## config.mk

```make
export PLATFORM = sky130hd
export DESIGN_NAME = adventure_room_fsm
export DESIGN_NICKNAME = d
export VERILOG_FILES = /design/src/rtl/adventure_pkg.sv /design/src/rtl/adventure_room_fsm_dir_edge.sv /design/src/rtl/adventure_room_fsm.sv
export SDC_FILE = /design/constraint.sdc
export NUM_CORES = 1
export LEC_CHECK = 0
export CORE_MARGIN = 2
export CORE_UTILIZATION = 30
export DETAILED_ROUTE_END_ITERATION = 16
export PLACE_DENSITY = 0.62
export SLEW_MARGIN = 5
export SYNTH_ARGS = -nofsm -noshare
export SYNTH_HDL_FRONTEND = slang
export SYNTH_HIERARCHICAL = 1
export SYNTH_SLANG_ARGS = --single-unit
export TNS_END_PERCENT = 50
```

## constraint.sdc

```tcl
create_clock -name clk -period 4.3 [get_ports clk]
set_input_delay 1.29 -clock clk [delete_from_list [all_inputs] [get_ports clk]]
set_output_delay 1.29 -clock clk [all_outputs]
set_load 0.05 [all_outputs]
```

## src/rtl/adventure_pkg.sv

```systemverilog
// Shared types for the adventure room FSM: room codes, direction indices and
// the single-button qualifier.
package adventure_pkg;

    typedef enum logic [2:0] {
        CAVE      = 3'd0,
        TUNNEL    = 3'd1,
        RIVER     = 3'd2,
        STASH     = 3'd3,
        DEN       = 3'd4,
        VICTORY   = 3'd5,
        GRAVEYARD = 3'd6
    } room_t;

    localparam int unsigned DIR_W = 4;
    localparam int unsigned DIR_N = 0;
    localparam int unsigned DIR_S = 1;
    localparam int unsigned DIR_E = 2;
    localparam int unsigned DIR_W_IDX = 3;

    // True when exactly one direction bit is set.
    function automatic logic one_dir(input logic [DIR_W-1:0] d);
        return (d != '0) && ((d & (d - DIR_W'(1))) == '0);
    endfunction

endpackage

```

## src/rtl/adventure_room_fsm_dir_edge.sv

```systemverilog
// Registered rising-edge detector for the four direction buttons
// (used only when ADVENTURE_DIR_EDGE_EN is defined).
module dir_edge
    import adventure_pkg::*;
(
    input  logic             clk,
    input  logic             reset,
    input  logic [DIR_W-1:0] btn_i,
    output logic [DIR_W-1:0] pulse_o
);

    logic [DIR_W-1:0] btn_q;
    logic [DIR_W-1:0] pulse_q;

    // Pulse is registered so a press reaches the FSM one cycle later.
    always_ff @(posedge clk) begin
        if (reset) begin
            btn_q   <= '0;
            pulse_q <= '0;
        end else begin
            btn_q   <= btn_i;
            pulse_q <= btn_i & ~btn_q;
        end
    end

    assign pulse_o = pulse_q;

endmodule

```

## src/rtl/adventure_room_fsm.sv

```systemverilog
// Seven-room navigation FSM with saturating move counter.
// Optional ADVENTURE_DIR_EDGE_EN: buttons act on rising edges instead of levels.
module adventure_room_fsm
    import adventure_pkg::*;
#(
    parameter int unsigned MOVE_W = 8
) (
    input  logic              clk,
    input  logic              reset,
    input  logic              n,
    input  logic              s,
    input  logic              e,
    input  logic              w,
    input  logic              v,
    output logic              sw,
    output logic              win,
    output logic              dead,
    output logic [2:0]        room,
    output logic [MOVE_W-1:0] moves
);

    logic [DIR_W-1:0]  dir_raw;
    logic [DIR_W-1:0]  dir_req;
    logic              dir_ok;
    room_t             room_q, room_d;
    logic              step_d;
    logic [MOVE_W-1:0] moves_q;
    logic              sw_q, win_q, dead_q;

    always_comb begin
        dir_raw            = '0;
        dir_raw[DIR_N]     = n;
        dir_raw[DIR_S]     = s;
        dir_raw[DIR_E]     = e;
        dir_raw[DIR_W_IDX] = w;
    end

`ifdef ADVENTURE_DIR_EDGE_EN
    dir_edge u_dir_edge (
        .clk     (clk),
        .reset   (reset),
        .btn_i   (dir_raw),
        .pulse_o (dir_req)
    );
`else
    assign dir_req = dir_raw;
`endif

    assign dir_ok = one_dir(dir_req);

    // Next room; step_d marks button-driven room changes only.
    always_comb begin
        room_d = room_q;
        step_d = 1'b0;
        case (room_q)
            CAVE: begin
                if (dir_ok && dir_req[DIR_E]) begin
                    room_d = TUNNEL;
                    step_d = 1'b1;
                end
            end
            TUNNEL: begin
                if (dir_ok && dir_req[DIR_S]) begin
                    room_d = RIVER;
                    step_d = 1'b1;
                end else if (dir_ok && dir_req[DIR_W_IDX]) begin
                    room_d = CAVE;
                    step_d = 1'b1;
                end
            end
            RIVER: begin
                if (dir_ok && dir_req[DIR_W_IDX]) begin
                    room_d = STASH;
                    step_d = 1'b1;
                end else if (dir_ok && dir_req[DIR_N]) begin
                    room_d = TUNNEL;
                    step_d = 1'b1;
                end else if (dir_ok && dir_req[DIR_E]) begin
                    room_d = DEN;
                    step_d = 1'b1;
                end
            end
            STASH: begin
                if (dir_ok && dir_req[DIR_E]) begin
                    room_d = RIVER;
                    step_d = 1'b1;
                end
            end
            DEN:       room_d = v ? VICTORY : GRAVEYARD;
            VICTORY:   room_d = VICTORY;
            GRAVEYARD: room_d = GRAVEYARD;
            default:   room_d = CAVE;
        endcase
    end

    // Flags are registered from the next room so they track room_q exactly.
    always_ff @(posedge clk) begin
        if (reset) begin
            room_q  <= CAVE;
            moves_q <= '0;
            sw_q    <= 1'b0;
            win_q   <= 1'b0;
            dead_q  <= 1'b0;
        end else begin
            room_q <= room_d;
            if (step_d && (moves_q != '1)) begin
                moves_q <= moves_q + MOVE_W'(1);
            end
            sw_q   <= (room_d == STASH);
            win_q  <= (room_d == VICTORY);
            dead_q <= (room_d == GRAVEYARD);
        end
    end

    assign room  = room_q;
    assign moves = moves_q;
    assign sw    = sw_q;
    assign win   = win_q;
    assign dead  = dead_q;

endmodule

```

# [After elaboration in Yosys (flattened, before gate mapping)]
# Index checks and enable logic that the tools add are counted.
[word_totals] reg_bits=14 inputBits=7 out_inout_bits=14
[classes] addsub=2 eq_ne=10 n_mux=15 bitwise_logic=1 n_reduce_logical=10
[op_table] operator="3-bit 2-to-1 mux" n=7
[op_table] operator="3-bit one-hot mux with 7 select lines" n=1
[op_table] operator="3-bit == test, second input constant" n=5
[op_table] operator="3-bit by 2-bit == test with 1-bit output, second input constant" n=3
[op_table] operator="8-bit by 1-bit adder with 8-bit output, second input constant" n=1
[op_table] operator="8-bit != test, second input constant" n=1
[op_table] operator="1-bit logical AND" n=6
[op_table] operator="1-bit 2-to-1 mux" n=5
[op_table] operator="4-bit bitwise AND" n=1
[op_table] operator="4-bit logical NOT" n=1
[op_table] operator="4-bit nonzero test" n=1
[op_table] operator="4-bit by 1-bit subtractor with 4-bit output, second input constant" n=1
[op_table] operator="3-bit by 1-bit == test with 1-bit output, second input constant" n=1
[op_table] operator="3-bit logical NOT" n=1
[op_table] operator="1-bit one-hot mux with 3 select lines" n=1
[op_table] operator="2-bit 2-to-1 mux" n=1
[op_table] operator="2-bit OR reduction" n=1

# [Logic depth before layout (Yosys ltp)]
# Gate-level depths: netlist (run 1).
[depth] word_depth=10 mapped_depth=6 ltp_nobuf=5

# [Worst setup path before layout (run 1)]
# OpenSTA, ideal clock, no wires.
[synth_timing] kind="input-to-reg" start="input w" end="register moves_q[5] (netlist: moves[5])" setup_time_ns=0.115 t_arrival_ns=2.753 t_required_ns=4.185 slack_ns=1.432 stages=6 path_buffers=1 path_cell_list="buf_6 or4b_4 nor3b_2 o31ai_2 o31a_1 o21ba_1"
[synth_between] elab_chain_cells=10
[synth_lines] element="from (decl)" line_no="adventure_room_fsm.sv:13" rtl="input logic w,"
[synth_lines] element="4-bit by 1-bit subtractor with 4-bit output" line_no="adventure_pkg.sv:23" rtl="return (d != '0) && ((d & (d - DIR_W'(1))) == '0);"
[synth_lines] element="4-bit bitwise AND" line_no="adventure_pkg.sv:23"
[synth_lines] element="4-bit logical NOT" line_no="adventure_pkg.sv:23"
[synth_lines] element="1-bit logical AND" line_no="adventure_pkg.sv:23"
[synth_lines] element="1-bit logical AND" line_no="adventure_room_fsm.sv:57, adventure_room_fsm.sv:78, adventure_room_fsm.sv:84"
[synth_lines] element="1-bit 2-to-1 mux" line_no="adventure_room_fsm.sv:57, adventure_room_fsm.sv:78, adventure_room_fsm.sv:84"
[synth_lines] element="1-bit 2-to-1 mux" line_no="adventure_room_fsm.sv:75" rtl="end else if (dir_ok && dir_req[DIR_N]) begin"
[synth_lines] element="1-bit 2-to-1 mux" line_no="adventure_room_fsm.sv:72" rtl="if (dir_ok && dir_req[DIR_W_IDX]) begin"
[synth_lines] element="1-bit one-hot mux with 3 select lines *" line_no="adventure_room_fsm.sv:55" rtl="case (room_q)"
[synth_lines] element="1-bit logical AND *" line_no="adventure_room_fsm.sv:106" rtl="if (step_d && (moves_q != '1)) begin"
[synth_lines] element="to (signal assigned)" line_no="adventure_room_fsm.sv:107" rtl="moves_q <= moves_q + MOVE_W'(1);"
[synth_lines] element="to (decl)" line_no="adventure_room_fsm.sv:27" rtl="logic [MOVE_W-1:0] moves_q;"
# Every way passes the cells marked *; elsewhere a longest branch is shown, timed or not.
# A chain may end at the register's enable or synchronous reset.

# [Worst setup path in the final report (run 1)]
[layout_timing] start="input w" end="register moves_q[4] (netlist: moves[4])"
# The elaborated chain is that of the path after synthesis.

==> results of run 1 <==
power breakdown:
group / switching [mW] / leakage (nW) / internal [mW] / total, mW
Clock: 0.0390 / 0.0138 / 0.0324 / 0.0714
Sequential: 0.00185 / 0.113 / 0.130 / 0.132
Combinational: 0.0146 / 0.211 / 0.0122 / 0.0267
critical path, stage by stage:
cell	delay (ns)
clkdlybuf4s50_1	0.59
or4b_4	0.58
nor3b_2	0.26
o31ai_2	0.17
or3_1	0.39
a21oi_1	0.14
worst max path at each step:
stage / from / endpoint / slack, ns / depth (start not counted)
after floorplan: w / moves[5] / 1.43 / 6
after global placement: w / moves[5] / 0.85 / 6
after detailed placement: w / moves[5] / 0.79 / 6
after CTS: w / moves[4] / 1.09 / 6
after global routing: w / moves[4] / 0.95 / 6
final: w / moves[4] / 1.09 / 6
synthesized netlist by cell type, types with 2 or more instances:
cell type and n:
nand3_1 3, nand4_1 2, nor3_1 3, nand2_1 2, nor2_1 8, a21oi_1 7
inv_1 2, xnor2_1 4, or4b_4 2, o21ai_0 5, or3_1 3, o31ai_1 2
xor2_1 2, dfxtp_1 14
through the flow:
step                      total power [mW]  worst slack (ns)  utilization [%]
after floorplan                      0.152              1.43                -
final                                0.230              1.09             41.0
after global placement               0.161             0.853             40.1
after detailed placement             0.162             0.786             40.1
after CTS                            0.235              1.09             41.0
after global routing                 0.245             0.946             41.0
per-layer routing:
| metal | global-route usage [%] | vias up | part of all wire [%] |
|---|---|---|---|
| met5 | 0 | - | 0 |
| met4 | 2.50 | 0 | 0 |
| met3 | 7.10 | 0 | 7.6 |
| met2 | 20.5 | 21 | 46 |
| met1 | 14.7 | 308 | 46 |
| li1 | - | 357 | - |
logic make-up after synthesis:
| logic type | share of synthesized area [%] |
|---|---|
| AND/OR/NAND/NOR | 28.3 |
| AO/OA/AOI/OAI | 21.7 |
| flip-flops | 36.6 |
| buffers and inverters | 3.59 |
| XOR/XNOR | 6.86 |
| adder cells (fa/ha/maj) | 1.63 |
| multiplexers | 1.31 |
flip-flops by register name, indices dropped and copies added (netlist names):
signal  cells
sw          1
room        3
moves       8
dead        1
win         1
layout by cell type, fill, tap and decap left out, drive strengths merged, types with 2 or more instances in the layout:
cell,count
o31ai,3
o21ai,5
clkbuf,3
clkdlybuf4s50,20
inv,2
or3,4
xnor2,4
a21oi,7
nor3,4
dfxtp,14
o21ba,2
nand4,2
nor2,8
xor2,2
nand2,2
or4b,2
nand3,3
area by class of cell:
| cell class | count | area share (%) |
|---|---|---|
| multi-input combinational | 64 | 45.5 |
| sequential | 14 | 27.9 |
| timing repair buffer | 20 | 19.9 |
| tap | 30 | 3.73 |
| clock buffer | 3 | 2.24 |
| inverter | 2 | 0.746 |
==> metrics, run 1 <==
crit path kind in2reg; design area 1010 um^2; flops & latches, synth 14; largest net degree at the start of global routing 13; # nets final 113; Tcrit/Tclk final 74.7%; vias in the first global route 629; R2R depth 5; Mean Syn Cell Area 9.23 um^2; Seq/Total Area, Yosys 36.6%; I/O pins 21; Placed Area 983 um^2; share of cells above drive strength 1 11.7%; Distinct cells, synth 38; mean routed wirelength per cell 11.8 um; global placer's final weighted congestion 0.802; initial core utilization 31.2%; Worst Path Max Fanout 10; DRC 0; Synth Flop Type dfxtp_1; worst-case clock skew 0.00278 ns; CORE AREA 2450 um^2; H-tree levels 1; Detailed Place HPWL 1.17 mm; VDD IR-drop max 225 uV; Hold Path Depth 2; Power Density 229 nW/um^2; First-pass DRT Iterations 4; CTS tree done; Slew Limit Fails 0; Skew-Pair Late Insertion Delay 0.27 ns; largest cells by area after synthesis dfxtp_1, a21oi_1, xnor2_1; full die area 2970 um^2; initial antenna violation count 0; Max clock buf depth 2; Max Cap Violations 0; yosys warns 6; Die Wd 54.5 um; Cell Area, Synth 766 um^2; GRT Total Usage 12.7%; Syn Inst Count 83; post-route antenna net violation count 0; FF-to-FF Start room[1]; fin crit period 3.21 ns; syn_nets 91; FP Rows 18; Critical Path Source Type primary input; TNS Setup 0 ns; hold_buf cts 0; leakage 0.338 nW; Min-Delay Endpoint moves[7]; largest area contributor in the netlist dfxtp_1; area of the multi-input gates 458 um^2; min-delay src moves[7]; pin slew with the least headroom to its limit 0.645 ns; port bufs 20; Reg area 280 um^2; grt total ovfl 0; worst reg2reg setup slack 2.31 ns; clk root buf clkbuf_4; Slew HR 56.8%; Sink Count 14; status complete, no violations; Crit. End Element flop; arrival time worst endpoint 3.41 ns; global-route wire length before repair 2.70 mm; Synth top area share 36.6%; Setup Buffers After CTS 0; Max Freq 311 MHz; hold_ws 0.532 ns; DRT iter0 DRCs 8; Die Y 54.5 um; worst hold path class reg2reg; TritonCTS buffer count 3; final WL 1.57 mm; drt via density 5.16; RSZ-0062 raised after global routing false; post-cts gate resize count 0; Setup Viol. Count Final 0; DR vias 686; Post-synth EDFFs 0; Req. time, crit path 4.50 ns; Crit Reg-Reg Endpoint moves[4]; post-route insts no fill 133; fillcell total 244; Fin. Hold Viols 0; area delta synth->final 31.4%; FFs w/ async S/R, synth 0%; placed insts 130; ANT cells 0; Worst-path clk slew 0.08 ns
Power figures use the tool's default switching activity.
==> inputs of run 2 (changes only) <==
--- a/config.mk
+++ b/config.mk
@@ -8,7 +8,7 @@
 export CORE_MARGIN = 2
 export CORE_UTILIZATION = 30
 export DETAILED_ROUTE_END_ITERATION = 16
-export PLACE_DENSITY = 0.62
+export PLACE_DENSITY = 0.64
 export SLEW_MARGIN = 5
 export SYNTH_ARGS = -nofsm -noshare
 export SYNTH_HDL_FRONTEND = slang
==> constraint.sdc (replaced) <==
create_clock -name clk -period 2.8 [get_ports clk]
set_input_delay 0.84 -clock clk [delete_from_list [all_inputs] [get_ports clk]]
set_output_delay 0.84 -clock clk [all_outputs]
set_load 0.05 [all_outputs]
==> metrics, run 2 (synthesized netlist as in run 1, its figures left out) <==
status complete, no violations; pin slew with the least headroom to its limit 0.501 ns; DR vias 749; full die area 2970 um^2; largest net degree at the start of global routing 13; Req. time, crit path 3.01 ns; vias in the first global route 703; arrival time worst endpoint 2.88 ns; Max clock buf depth 2; Skew-Pair Late Insertion Delay 0.28 ns; Worst Path Max Fanout 8; Sink Count 14; hold_buf cts 0; drt via density 5.24; Worst-path clk slew 0.09 ns; H-tree levels 1; final WL 1.70 mm; area delta synth->final 42.0%; port bufs 20; ANT cells 0; Final Power 0.399 mW; Setup Buffers After CTS 0; mean routed wirelength per cell 11.9 um; CORE AREA 2450 um^2; clk root buf clkbuf_4; RSZ-0062 raised after global routing false; initial core utilization 31.2%; worst hold path class reg2reg; worst setup margin 0.132 ns; # nets final 122; most frequent cells in the layout clkdlybuf4s50_1, dfxtp_1, buf_4; Fin. Hold Viols 0; GRT Total Usage 13.8%; post-cts gate resize count 0; fin crit period 2.67 ns; Die Wd 54.5 um; Setup WS pre-CTS -0.152 ns; grt total ovfl 0; initial antenna violation count 0; First-pass DRT Iterations 4; worst-case clock skew 0.00494 ns; post-route antenna net violation count 0; I/O pins 21; Slew HR 66.5%; DRT iter0 DRCs 9; Placed Area 1050 um^2; Largest register FFs 8; crit path kind in2reg; Tcrit/Tclk final 95.3%; Crit. End Element flop; leakage 0.387 nW; Max Cap Violations 0; global-route wire length before repair 2.95 mm; Slew Limit Fails 0; placed insts 139; Setup Viol. Count Final 0; Max Freq 375 MHz; Power Density 367 nW/um^2; CTS tree done; TritonCTS buffer count 3; share of cells above drive strength 1 19.5%; DRC 0; design area 1090 um^2; post-route insts no fill 143; Critical Path Source Type primary input; Detailed Place HPWL 1.33 mm; VDD IR-drop max 274 uV; commonest non-fill, non-tap cell in the layout clkdlybuf4s50_1; FP Rows 18; Die Y 54.5 um; global placer's final weighted congestion 0.829
## run 2: cell type report
type / instances / area [um^2]
clock buffer: 4 / 36.3
fill: 247 / 1370
inverter: 2 / 7.51
multi-input combinational: 64 / 458
sequential: 14 / 280
tap: 30 / 37.5
timing repair buffer: 29 / 268
## run 2: worst max-delay path, cell delays in order
cell	delay (ns)
clkdlybuf4s50_1	0.50
or4b_4	0.59
nor3b_2	0.27
o31ai_2	0.15
or3_1	0.37
a21oi_1	0.15
## run 2: path summary, 6_finish.rpt
kind                  from       end  slack (ns)  cells past startpoint
setup / recovery         s  moves[4]        0.13                      6
hold / removal    moves[7]  moves[7]        0.53                      2
setup reg to reg   room[1]  moves[4]        0.85                      5
hold reg to reg   moves[7]  moves[7]        0.53                      2
## run 2: layer usage
metal  global-route usage [%]  up-vias  routed length, um
met5                        0        -                  0
met4                     5.00        0                 12
met3                     6.28        2                111
met2                     21.5       20                805
met1                     16.6      356                770
li1                         -      371                  -
## run 2: through the flow
step	hold slack (ns)	TNS, ns	utilization [%]
after floorplan	0.733	0	-
after global placement	0.505	-0.304	42.8
after detailed placement	0.516	-0.721	42.8
after CTS	0.529	0	44.3
after global routing	0.578	0	44.3
final	0.530	0	44.3
## run 2: power breakdown
group	total, mW	leakage, nW	switching [mW]	internal (mW)
registers	0.202	0.113	0.00152	0.200
clock network	0.144	0.0210	0.0651	0.0791
logic	0.0525	0.254	0.0255	0.0270
total	0.399	0.387	0.0922	0.306
==> inputs of run 3 (changes only) <==
--- a/config.mk
+++ b/config.mk
@@ -8,7 +8,7 @@
 export CORE_MARGIN = 2
 export CORE_UTILIZATION = 30
 export DETAILED_ROUTE_END_ITERATION = 16
-export PLACE_DENSITY = 0.64
+export PLACE_DENSITY = 0.62
 export SLEW_MARGIN = 5
 export SYNTH_ARGS = -nofsm -noshare
 export SYNTH_HDL_FRONTEND = slang
==> constraint.sdc (replaced) <==
create_clock -name clk -period 3.25 [get_ports clk]
set_input_delay 0.975 -clock clk [delete_from_list [all_inputs] [get_ports clk]]
set_output_delay 0.975 -clock clk [all_outputs]
set_load 0.05 [all_outputs]
==> metrics, run 3 (synthesized netlist as in run 1, its figures left out) <==
Req. time, crit path 3.46 ns; grt total ovfl 0; TritonCTS buffer count 3; initial core utilization 31.2%; Slew Limit Fails 0; post-layout util 41.8%; Slew HR 55.1%; Skew-Pair Late Insertion Delay 0.28 ns; hold_buf cts 0; most frequent cells in the layout clkdlybuf4s50_1, dfxtp_1, nor2_1; final WL 1.60 mm; mean routed wirelength per cell 11.9 um; leakage 0.350 nW; Largest register FFs 8; I/O pins 21; crit path kind in2reg; WP buf/inv 1; Max clock buf depth 2; # nets final 114; CP max stage delay 0.60 ns; Critical Path Source Type primary input; full die area 2970 um^2; area delta synth->final 34.2%; VDD IR-drop max 268 uV; Max Cap Violations 0; Worst Path Max Fanout 10; DRT iter0 DRCs 8; family with the most delay on the worst path simple AND/OR/NAND/NOR gates; Detailed Place HPWL 1.20 mm; Worst-path clk slew 0.09 ns; commonest non-fill, non-tap cell in the layout clkdlybuf4s50_1; pin slew with the least headroom to its limit 0.670 ns; clk root buf clkbuf_4; crit path cell chain clkdlybuf4s50_1 -> or4b_4 -> nor3b_2 -> o31ai_2 -> or3_1 -> a21oi_1; ANT cells 0; H-tree levels 1; hold_ws 0.541 ns; FP Rows 18; Sink Count 14; First-pass DRT Iterations 4; Fin. Hold Viols 0; fin crit period 2.84 ns; Setup Buffers After CTS 0; DR vias 717; vias in the first global route 651; initial antenna violation count 0; TNS Setup 0 ns; status complete, no violations; post-route antenna net violation count 0; global-route wire length before repair 2.81 mm; CORE AREA 2450 um^2; slowest CP cell or4b_4; Die Wd 54.5 um; RSZ-0062 raised after global routing false; Die Y 54.5 um; share of cells above drive strength 1 13.3%; arrival time worst endpoint 3.05 ns; GRT Total Usage 13.2%; port bufs 20; DRC 0; Setup Viol. Count Final 0; Power Density 327 nW/um^2; post-cts gate resize count 0; Max Freq 352 MHz; Tcrit/Tclk final 87.3%; worst-case clock skew 0.00459 ns; global placer's final weighted congestion 0.811; drt via density 5.31; CTS tree done; Crit. End Element flop; worst hold path class reg2reg; largest net degree at the start of global routing 13
run 3: cell types whose count changed in the layout (fill, tap and decap cells not counted), sizes merged:
cell  change
buf       -8
run 3: worst paths after layout:
check / from / to / slack [ns] / cells past startpoint
worst min register to register: moves[7] / moves[7] / 0.54 / 2
worst max-delay path: s / moves[3] / 0.41 / 6
worst max register to register: room[0] / moves[3] / 1.25 / 5
worst min-delay path: moves[7] / moves[7] / 0.54 / 2
run 3: tightest hold or removal path: stages, from the launching register on:
cell	delay, ns
dfxtp_1	0.36
o21ai_0	0.08
a21oi_1	0.06
run 3: metal layers:
layer | wire length [um] | track usage (%) | up-vias
met1 | 720 | 15.9 | 331
li1 | - | - | 360
met5 | 0 | 0 | -
met3 | 122 | 6.83 | 0
met2 | 761 | 20.9 | 26
met4 | 0 | 2.50 | 0
run 3: layout make-up:
type / instances / area [um^2]
Fill cell: 250 / 1430
Sequential cell: 14 / 280
Inverter: 2 / 7.51
Tap cell: 30 / 37.5
Clock buffer: 4 / 36.3
Timing Repair Buffer: 21 / 208
Multi-Input combinational cell: 64 / 458
run 3: through the flow:
step	power [mW]	instance area (um^2)	worst slack, ns	instances
after floorplan	0.201	766	0.697	83
after global placement	0.215	991	0.180	131
after detailed placement	0.215	991	0.112	131
after CTS	0.340	1030	0.411	135
after global routing	0.354	1030	0.266	135
final	0.335	1030	0.412	135
run 3: where the power goes:
group | total, mW | switching, mW | internal [mW]
Clock | 0.124 | 0.0562 | 0.0681
Combinational | 0.0360 | 0.0191 | 0.0169
Sequential | 0.175 | 0.00256 | 0.173
